==> src/rtl/seq_pattern_detector_pkg.sv <==
// Shared types and sizing helpers for the serial pattern detector.
package seq_det_pkg;

    localparam int STATE_W = 2;

    typedef enum logic [STATE_W-1:0] {
        IDLE = 2'd0,
        FILL = 2'd1,
        HUNT = 2'd2
    } det_state_t;

    // Width needed to hold a fill count of 0..pat_w inclusive.
    function automatic int fill_width(input int pat_w);
        return $clog2(pat_w + 1);
    endfunction

endpackage

==> src/rtl/seq_pattern_detector_edge.sv <==
// Enable-gated sample register with one-cycle rise/fall pulses on the sampled line.
module edge_detect_en (
    input  logic clk,
    input  logic rstn,
    input  logic en,
    input  logic clr,
    input  logic a,
    output logic rise,
    output logic fall
);

    logic a_q;

    always_ff @(posedge clk or negedge rstn) begin
        if (!rstn) begin
            a_q  <= 1'b0;
            rise <= 1'b0;
            fall <= 1'b0;
        end else if (clr) begin
            a_q  <= 1'b0;
            rise <= 1'b0;
            fall <= 1'b0;
        end else if (en) begin
            rise <= a & ~a_q;
            fall <= ~a & a_q;
            a_q  <= a;
        end else begin
            rise <= 1'b0;
            fall <= 1'b0;
        end
    end

endmodule

==> src/rtl/seq_pattern_detector.sv <==
// Serial pattern detector: shift history, fill tracking, match FSM and saturating match count.
//
// state | meaning
// ------+----------------------------------------------------------
// IDLE  | no samples collected since reset/clr or a non-overlap match
// FILL  | 0 < fill < PAT_W, history not yet long enough to compare
// HUNT  | fill == PAT_W, pattern compared on every enabled edge
module seq_pattern_detector
    import seq_det_pkg::*;
#(
    parameter int               PAT_W   = 4,
    parameter logic [PAT_W-1:0] PATTERN = 4'b1011,
    parameter int               CNT_W   = 8
) (
    input  logic               clk,
    input  logic               rstn,
    input  logic               en,
    input  logic               clr,
    input  logic               overlap,
    input  logic               a,
    output logic               match,
    output logic               rise,
    output logic               fall,
    output logic [CNT_W-1:0]   match_cnt,
    output logic [STATE_W-1:0] state
);

    localparam int                FILL_W    = fill_width(PAT_W);
    localparam logic [FILL_W-1:0] FILL_FULL = FILL_W'(PAT_W);

    // Only the newest PAT_W-1 samples are needed; the current a completes the window.
    logic [PAT_W-2:0]  hist;
    logic [FILL_W-1:0] fill;
    det_state_t        st;

    logic [PAT_W-1:0]  hist_n;
    logic [FILL_W-1:0] fill_n;
    logic              hit;

    always_comb begin
        hist_n = {hist, a};
        fill_n = (fill == FILL_FULL) ? FILL_FULL : fill + FILL_W'(1);
        hit    = (fill_n == FILL_FULL) && (hist_n == PATTERN);
    end

    always_ff @(posedge clk or negedge rstn) begin
        if (!rstn) begin
            hist      <= '0;
            fill      <= '0;
            match     <= 1'b0;
            match_cnt <= '0;
            st        <= IDLE;
        end else if (clr) begin
            hist      <= '0;
            fill      <= '0;
            match     <= 1'b0;
            match_cnt <= '0;
            st        <= IDLE;
        end else if (en) begin
            hist  <= hist_n[PAT_W-2:0];
            match <= hit;
            if (hit && match_cnt != '1)
                match_cnt <= match_cnt + CNT_W'(1);
            if (hit && !overlap) begin
                fill <= '0;
                st   <= IDLE;
            end else begin
                fill <= fill_n;
                st   <= (fill_n == FILL_FULL) ? HUNT : FILL;
            end
        end else begin
            match <= 1'b0;
        end
    end

    assign state = st;

    edge_detect_en u_edge (
        .clk  (clk),
        .rstn (rstn),
        .en   (en),
        .clr  (clr),
        .a    (a),
        .rise (rise),
        .fall (fall)
    );

endmodule
==> config.mk <==
export PLATFORM = sky130hd
export DESIGN_NAME = seq_pattern_detector
export DESIGN_NICKNAME = d
export VERILOG_FILES = /design/src/rtl/seq_pattern_detector_pkg.sv /design/src/rtl/seq_pattern_detector_edge.sv /design/src/rtl/seq_pattern_detector.sv
export SDC_FILE = /design/constraint.sdc
export NUM_CORES = 1
export LEC_CHECK = 0
export CAP_MARGIN = 20
export CORE_UTILIZATION = 44
export DETAILED_ROUTE_END_ITERATION = 16
export GPL_TIMING_DRIVEN = 0
export PLACE_DENSITY = 0.73
export SYNTH_ARGS = -nofsm -noshare
export SYNTH_HDL_FRONTEND = slang
export SYNTH_SLANG_ARGS = --single-unit
==> constraint.sdc <==
create_clock -name clk -period 3.6 [get_ports clk]
set_input_delay 0.54 -clock clk [delete_from_list [all_inputs] [get_ports clk]]
set_output_delay 0.54 -clock clk [all_outputs]
set_load 0.005 [all_outputs]
==> impl_summary.log, run 1 <==
[metrics] setup skew after layout: around 3.9 ps
[metrics] largest net degree at the start of global routing: 20
[metrics] Row Count: 17
[metrics] clock network fraction of design power: 0.301
[metrics] count of buffers inserted at the top-level ports: 18
[metrics] initial antenna violation count: 0
[metrics] biggest area contributors in the synthesized netlist: sky130_fd_sc_hd__dfrtp_1 47%, sky130_fd_sc_hd__mux2i_1 3.9%, sky130_fd_sc_hd__ha_1 3.7%
[metrics] clock-pin slew on the worst setup and hold paths: 110 ps
[metrics] setup repair after global routing missed its margin: false
[metrics] post-synthesis sequential area ratio: 0.468
[metrics] deepest clock path buffer count: 2
[metrics] remaining global-route overflow: 0
[metrics] required time of the worst setup path: between 3000 and 4000 ps
[metrics] source-to-sink clock delay at the later pin of the worst-skew pair: 300 ps
[metrics] dominant cell type by area after synthesis: sky130_fd_sc_hd__dfrtp_1
[metrics] Std-Cell Core Area: approximately 2200 um^2
[metrics] Cell Chain, Critical Path: inv_1, ha_1, nor2b_1, a2bb2oi_1, buf_6, nor4_2, mux2_1
[metrics] Setup TNS Final: 0 ps
[metrics] drc violations: 0
[metrics] height of the chip: around 50 um
[metrics] number of DRC markers after the initial detailed-route iteration: 16
[metrics] top post-synthesis cells by count: 19 x sky130_fd_sc_hd__dfrtp_1, 9 x sky130_fd_sc_hd__nor2_1, 8 x sky130_fd_sc_hd__nand2_1
[metrics] Worst slew margin: 0.454
[metrics] maximum VDD drop: around 0.00013 V
[metrics] number of placed I/O pins: 19
[metrics] net switching fraction of the power: 0.249
[metrics] Post-synth ARST share: 1.00
[metrics] area growth from synthesis to final layout: 23.8%
[metrics] synthesized area: 1020 um^2
[metrics] pwr/cell area: between 200 and 300 nW/um^2
[metrics] Crit. End Element: register
[metrics] final-report hold violation count: 0
[metrics] Detailed Routing Iterations Pass 1: 4
[metrics] Yosys cell types: 37
[metrics] count of hold-fix buffers inserted at cts: 0
[metrics] leading cell type by number of instances after synthesis: sky130_fd_sc_hd__dfrtp_1
[metrics] Switching Power: just over 90 uW
[metrics] number of standard cells in the final layout excluding fillers: 150
[metrics] global-route wire length before repair: 3640 um
[metrics] number of global-route vias before repair: 797
[metrics] max-slew violation total from the final report: 0
[metrics] setup slack at placement: 1350 ps
[metrics] CTS root buf: sky130_fd_sc_hd__clkbuf_4
[metrics] Synth Flop Type: sky130_fd_sc_hd__dfrtp_1
[metrics] post-route core utilization: 0.574
[metrics] hold crit path type: register to register
[metrics] maximum fanout along the worst path: 10
[metrics] number of setup violations in the final report: 0
[metrics] maximum cell stage delay along the critical path: roughly 370 ps
[metrics] drt via density: 5.71
[metrics] WS Path Type: register to register
[metrics] global-route usage over all layers: 0.196
[metrics] area of the die: 2510 um^2
[metrics] placed wire-length estimate after detailed placement: approximately 1500 um
[metrics] number of placed instances, taps included: 146
[metrics] Final Worst Setup Slack: 1620 ps
[metrics] DIE WIDTH: around 50 um
[metrics] fin crit period: 1980 ps
[metrics] Yosys warnings: 0
[metrics] proportion of layout cells with a drive suffix above 1: 0.0902
[metrics] number of instances resized during post-cts repair: 0
[metrics] mean instance size in the synthesized netlist: 10.2 um^2
[metrics] number of vias in the routed layout: 857
[metrics] count of state elements after synthesis: 19
[metrics] total of fill cells in the finished design: 194
[metrics] final worst path period share: 0.550
[metrics] outcome: completed
[metrics] number of synthesized flops with an enable pin: 0
[metrics] cell count after synthesis: 100
[metrics] Post-CTS Setup Inserts: 0
[metrics] cell with the largest stage delay on the worst path: sky130_fd_sc_hd__dfrtp_1
[metrics] crit start category: register
[metrics] drt total wl: just over 2000 um
[metrics] combinational group share of total power: 0.103
[metrics] fmax: 0.505 GHz
[metrics] pin slew with the least headroom to its limit: 817 ps
[metrics] H-tree levels: 1
[metrics] sequential power share: 0.596
[metrics] share of the synthesized area in the top cell type: 0.468
[metrics] TritonCTS clock tree: built
[metrics] MaxCap Viol Count: 0
[metrics] Static Leak: 0.000510 uW
[metrics] number of sinks on the clock net: 19
[metrics] starting utilization of the core area: 0.464
[metrics] CP arrival: 2180 ps
[metrics] Final #Nets: 132
[metrics] mean routed wirelength per cell: between 10 and 15 um
[metrics] Cell Int Power: 278 uW
[metrics] count of antenna diodes in the layout: 0
[metrics] count of antenna-violating nets left after detailed routing: 0
[metrics] post-synthesis net count: 109
[metrics] weighted congestion at the end of routability-driven global placement: 0.819
[metrics] TritonCTS buffer count: 3
==> per-layer routing <==
layer,track usage,share of wire,up-vias
met5,0,0,-
met4,0.114,0.021,0
met3,0.0340,0.048,5
met2,0.300,0.47,28
met1,0.256,0.46,409
li1,-,-,415
==> cell type report <==
type,count,area [um^2],area share
timing repair buffer,18,180,0.143
clock buffer,4,26.3,0.0209
inverter,6,22.5,0.0179
buffer,4,25.0,0.0199
sequential,19,475,0.378
multi-input combinational,71,493,0.392
tap,28,35.0,0.0279
==> flip-flops by register name (all words and copies together) (netlist names) <==
name / cells
u_edge.fall: 1
state: 2
hist: 3
fill: 3
u_edge.rise: 1
match_cnt: 8
match: 1
==> path summary, 6_finish.rpt <==
check | start | endpoint | slack (ps) | depth (start not counted)
min | hist[0] | u_edge.rise | 530 | 1
max reg2reg | fill[0] | match_cnt[5] | 1620 | 7
max | fill[0] | match_cnt[5] | 1620 | 7
min in group asynchronous | rstn | fill[0] | 690 | 1
max in group asynchronous | rstn | match_cnt[1] | 2400 | 1
min reg2reg | hist[0] | u_edge.rise | 530 | 1
==> logic make-up (layout without fill, tap and decap cells) <==
| kind of cell | count (synthesis) | after routing | synth area share |
|---|---|---|---|
| adder cells (fa/ha/maj) | 3 | 3 | 0.0369 |
| flip-flops | 19 | 19 | 0.468 |
| XOR/XNOR | 1 | 1 | 0.00862 |
| AND/OR/NAND/NOR | 38 | 38 | 0.207 |
| buffers and inverters | 10 | 32 | 0.0468 |
| AO/OA/AOI/OAI | 23 | 23 | 0.171 |
| multiplexers | 6 | 6 | 0.0616 |
==> stage by stage <==
| step | hold slack, ps | power [uW] | area (um^2) |
|---|---|---|---|
| 5_1_grt | 569 | 387 | 1260 |
| 2_1_floorplan | 244 | 245 | 1020 |
| 3_5_place_dp | 512 | 263 | 1230 |
| 6_report | 526 | 370 | 1260 |
| 4_1_cts | 526 | 375 | 1260 |
| 3_3_place_gp | 495 | 262 | 1230 |
==> placed cells by master, fill, tap and decap left out, drive strengths merged, types with 2 or more instances in the layout <==
cell            n
nor4b           2
nor2b           3
clkdlybuf4s50  18
mux2i           4
inv             6
nand2           8
and2            2
dfrtp          19
a211oi          2
nor2            9
a21oi           6
o31ai           2
or4             2
o311ai          2
ha              3
clkbuf          5
o41ai           2
nand3           5
o21ai           2
mux2            2
buf             3
==> power by group through the flow <==
stage	Combinational, uW	Clock, uW	Sequential [uW]
2_1_floorplan	20.3	0	225
3_3_place_gp	37.9	0	225
3_5_place_dp	38.4	0	225
4_1_cts	38.7	116	221
5_1_grt	43.0	123	222
6_report	38.2	111	221
==> worst max-delay path, delay by kind of cell (launching register included) <==
kind                     cells  cell delay, ps
AO/OA/AOI/OAI                1             120
adder cells (fa/ha/maj)      1             340
buffers and inverters        2             220
flip-flops                   1             370
multiplexers                 1             350
AND/OR/NAND/NOR              2             470
Power figures use the tool's default switching activity.
==> run 2: changes to the inputs <==
clock period = 1.9 ns   (was 3.6 ns; I/O delays follow)
==> run 2 against run 1 <==
  * Critical path depth decreased by 1
  * Routed wire length grew 12%
  * Worst setup slack worse by 1600 ps
  * Fmax rose by 4.5%
  * Core utilization grew 3.4 points
  * Count of clock-buffer cells in the layout is the same
  * Total power grew 96%
  * Final cell count is 1.3% higher
  * Non-clock buffer count up 2
  * Largest power group unchanged
==> impl_summary.log, run 2 (synthesized netlist as in run 1, its figures left out) <==
[metrics] outcome: completed (unchanged)
[metrics] number of placed I/O pins: 19 (unchanged)
[metrics] slack of the worst reg-to-reg path: 4 ps (was 1620 ps)
[metrics] Crit. End Element: register (unchanged)
[metrics] clock network fraction of design power: 0.297 (was 0.301)
[metrics] placed wire-length estimate after detailed placement: 1460 um (unchanged)
[metrics] required time of the worst setup path: 2100 ps (was 3800 ps)
[metrics] Setup TNS Final: 0 ps (unchanged)
[metrics] largest net degree at the start of global routing: 20 (unchanged)
[metrics] maximum cell stage delay along the critical path: 430 ps (was 370 ps)
[metrics] starting utilization of the core area: 0.464 (unchanged)
[metrics] Std-Cell Core Area: 2190 um^2 (unchanged)
[metrics] TritonCTS buffer count: 3 (unchanged)
[metrics] leading cell type in the layout, fill and taps excluded: sky130_fd_sc_hd__dfrtp_1 (unchanged)
[metrics] deepest clock path buffer count: 2 (unchanged)
[metrics] CP arrival: 2090 ps (was 2180 ps)
[metrics] initial antenna violation count: 0 (unchanged)
[metrics] pin slew with the least headroom to its limit: 832 ps (was 817 ps)
[metrics] count of buffers inserted at the top-level ports: 18 (unchanged)
[metrics] pwr/cell area: 545 nW/um^2 (was 295 nW/um^2)
[metrics] register ranked first by flip-flop count: match_cnt (unchanged)
[metrics] setup slack at placement: -93.2 ps (was 1350 ps)
[metrics] area growth from synthesis to final layout: 31.2% (was 23.8%)
[metrics] Row Count: 17 (unchanged)
[metrics] setup repair after global routing missed its margin: true (was false)
[metrics] total of fill cells in the finished design: 180 (was 194)
[metrics] Detailed Routing Iterations Pass 1: 4 (unchanged)
[metrics] final-report hold violation count: 0 (unchanged)
[metrics] global-route wire length before repair: 3750 um (was 3640 um)
[metrics] area of the die: 2510 um^2 (unchanged)
[metrics] reg-to-reg critical path endpoint: match_cnt[5] (unchanged)
[metrics] count of antenna-violating nets left after detailed routing: 0 (unchanged)
[metrics] number of global-route vias before repair: 831 (was 797)
[metrics] TritonCTS clock tree: built (unchanged)
[metrics] proportion of layout cells with a drive suffix above 1: 0.177 (was 0.0902)
[metrics] post-route core utilization: 0.608 (was 0.574)
[metrics] setup skew after layout: 7.84 ps (was 3.94 ps)
[metrics] commonest non-fill, non-tap cells in the layout: 19 x sky130_fd_sc_hd__dfrtp_1, 18 x sky130_fd_sc_hd__clkdlybuf4s50_1, 9 x sky130_fd_sc_hd__nor2_1 (unchanged)
[metrics] Final Worst Setup Slack: 3.62 ps (was 1620 ps)
[metrics] post-layout total power: 726 uW (was 370 uW)
[metrics] cell with the largest stage delay on the worst path: sky130_fd_sc_hd__dfrtp_1 (unchanged)
[metrics] CTS root buf: sky130_fd_sc_hd__clkbuf_4 (unchanged)
[metrics] source-to-sink clock delay at the later pin of the worst-skew pair: 310 ps (was 300 ps)
[metrics] Switching Power: 188 uW (was 92.1 uW)
[metrics] number of DRC markers after the initial detailed-route iteration: 33 (was 16)
[metrics] Final #Nets: 134 (was 132)
[metrics] number of sinks on the clock net: 19 (unchanged)
[metrics] height of the chip: 50.1 um (unchanged)
[metrics] number of vias in the routed layout: 865 (was 857)
[metrics] hold crit path type: input pin to async pin (was register to register)
[metrics] fmax: 0.527 GHz (was 0.505 GHz)
[metrics] clock-pin slew on the worst setup and hold paths: 110 ps (about the same)
[metrics] combinational group share of total power: 0.125 (was 0.103)
[metrics] largest registers: match_cnt: 8 flops, fill: 3 flops, hist: 3 flops (unchanged)
[metrics] drt total wl: 2300 um (was 2050 um)
[metrics] final worst hold slack: 436 ps (was 526 ps)
[metrics] count of antenna diodes in the layout: 0 (unchanged)
[metrics] drt via density: 5.69 (was 5.71)
[metrics] weighted congestion at the end of routability-driven global placement: 0.819 (unchanged)
[metrics] final worst path period share: 0.998 (was 0.550)
[metrics] mean routed wirelength per cell: 15.1 um (was 13.7 um)
[metrics] DIE WIDTH: 50.1 um (unchanged)
[metrics] max-slew violation total from the final report: 0 (unchanged)
[metrics] sequential power share: 0.578 (was 0.596)
[metrics] maximum fanout along the worst path: 10 (unchanged)
[metrics] Cell Int Power: 538 uW (was 278 uW)
[metrics] number of setup violations in the final report: 0 (unchanged)
[metrics] WS Path Type: register to register (unchanged)
[metrics] Largest register FFs: 8 (unchanged)
[metrics] Cell Chain, Critical Path: ha_2, xor2_2, a2bb2oi_2, buf_6, nor4_4, mux2_1 (was inv_1, ha_1, nor2b_1, a2bb2oi_1, buf_6, nor4_2, mux2_1)
[metrics] startpoint of the lowest-slack register-to-register path: fill[0] (unchanged)
[metrics] fin crit period: 1900 ps (was 1980 ps)
[metrics] global-route usage over all layers: 0.202 (was 0.196)
[metrics] H-tree levels: 1 (unchanged)
[metrics] crit start category: register (unchanged)
[metrics] MaxCap Viol Count: 0 (unchanged)
[metrics] drc violations: 0 (unchanged)
[metrics] number of cells traversed by the worst register-to-register path: 6 (was 7)
[metrics] remaining global-route overflow: 0 (unchanged)
[metrics] maximum VDD drop: 0.000249 V (was 0.000134 V)
[metrics] Worst slew margin: 0.444 (was 0.454)
[metrics] net switching fraction of the power: 0.259 (was 0.249)
[metrics] Static Leak: 0.000549 uW (was 0.000510 uW)
run 2: power groups by stage:
| stage | Clock, uW | Sequential (uW) | Combinational, uW |
|---|---|---|---|
| CTS | 220 | 419 | 80.5 |
| finish | 216 | 419 | 90.7 |
| detailed placement | 0 | 426 | 72.8 |
| global placement | 0 | 426 | 71.7 |
| floorplan | 0 | 425 | 38.5 |
| global route | 232 | 421 | 101 |
run 2: metrics by stage:
stage,std cells,cell area [um^2]
floorplan,100,1020
global placement,146,1230
detailed placement,146,1230
CTS,151,1290
global route,152,1330
finish,152,1330
run 2: layout make-up:
class | count | area, um^2 | share of cell area
Tap cell | 28 | 35.0 | 0.0263
Buffer | 4 | 25.0 | 0.0188
Timing Repair Buffer | 20 | 195 | 0.146
Multi-Input combinational cell | 71 | 553 | 0.415
Clock buffer | 4 | 26.3 | 0.0197
Sequential cell | 19 | 475 | 0.357
Inverter | 6 | 22.5 | 0.0169
run 2: timing repair:
action / in CTS / in global routing
setup endpoints to repair: 1 / 3
buffers inserted: 1 / 1
gates resized for setup: 3 / 8
hold buffers: 0 / 0
pin swaps: 0 / 2
run 2: worst max-delay path, delay by kind of cell (launching register included):
kind / cells / cell delay, ps
flops: 1 / 430
mux: 1 / 350
simple gates: 1 / 290
fa+ha+maj: 1 / 230
xor+xnor: 1 / 220
buf+inv: 1 / 150
compound gates: 1 / 110
run 2: per-layer routing:
metal,share of wire,GRT usage,vias to the layer above
met5,0,0,-
met4,0.019,0.114,0
met3,0.034,0.0340,5
met2,0.48,0.320,23
met1,0.46,0.256,422
li1,-,-,415
run 2: how the worst max path moves through the flow:
stage / startpoint / endpoint / slack [ps]
floorplan: fill[0] / match_cnt[5] / 80
global placement: a / match_cnt[5] / -40
detailed placement: a / match_cnt[5] / -90
CTS: fill[0] / match_cnt[5] / 10
global route: fill[0] / match_cnt[5] / -60
finish: fill[0] / match_cnt[5] / 4
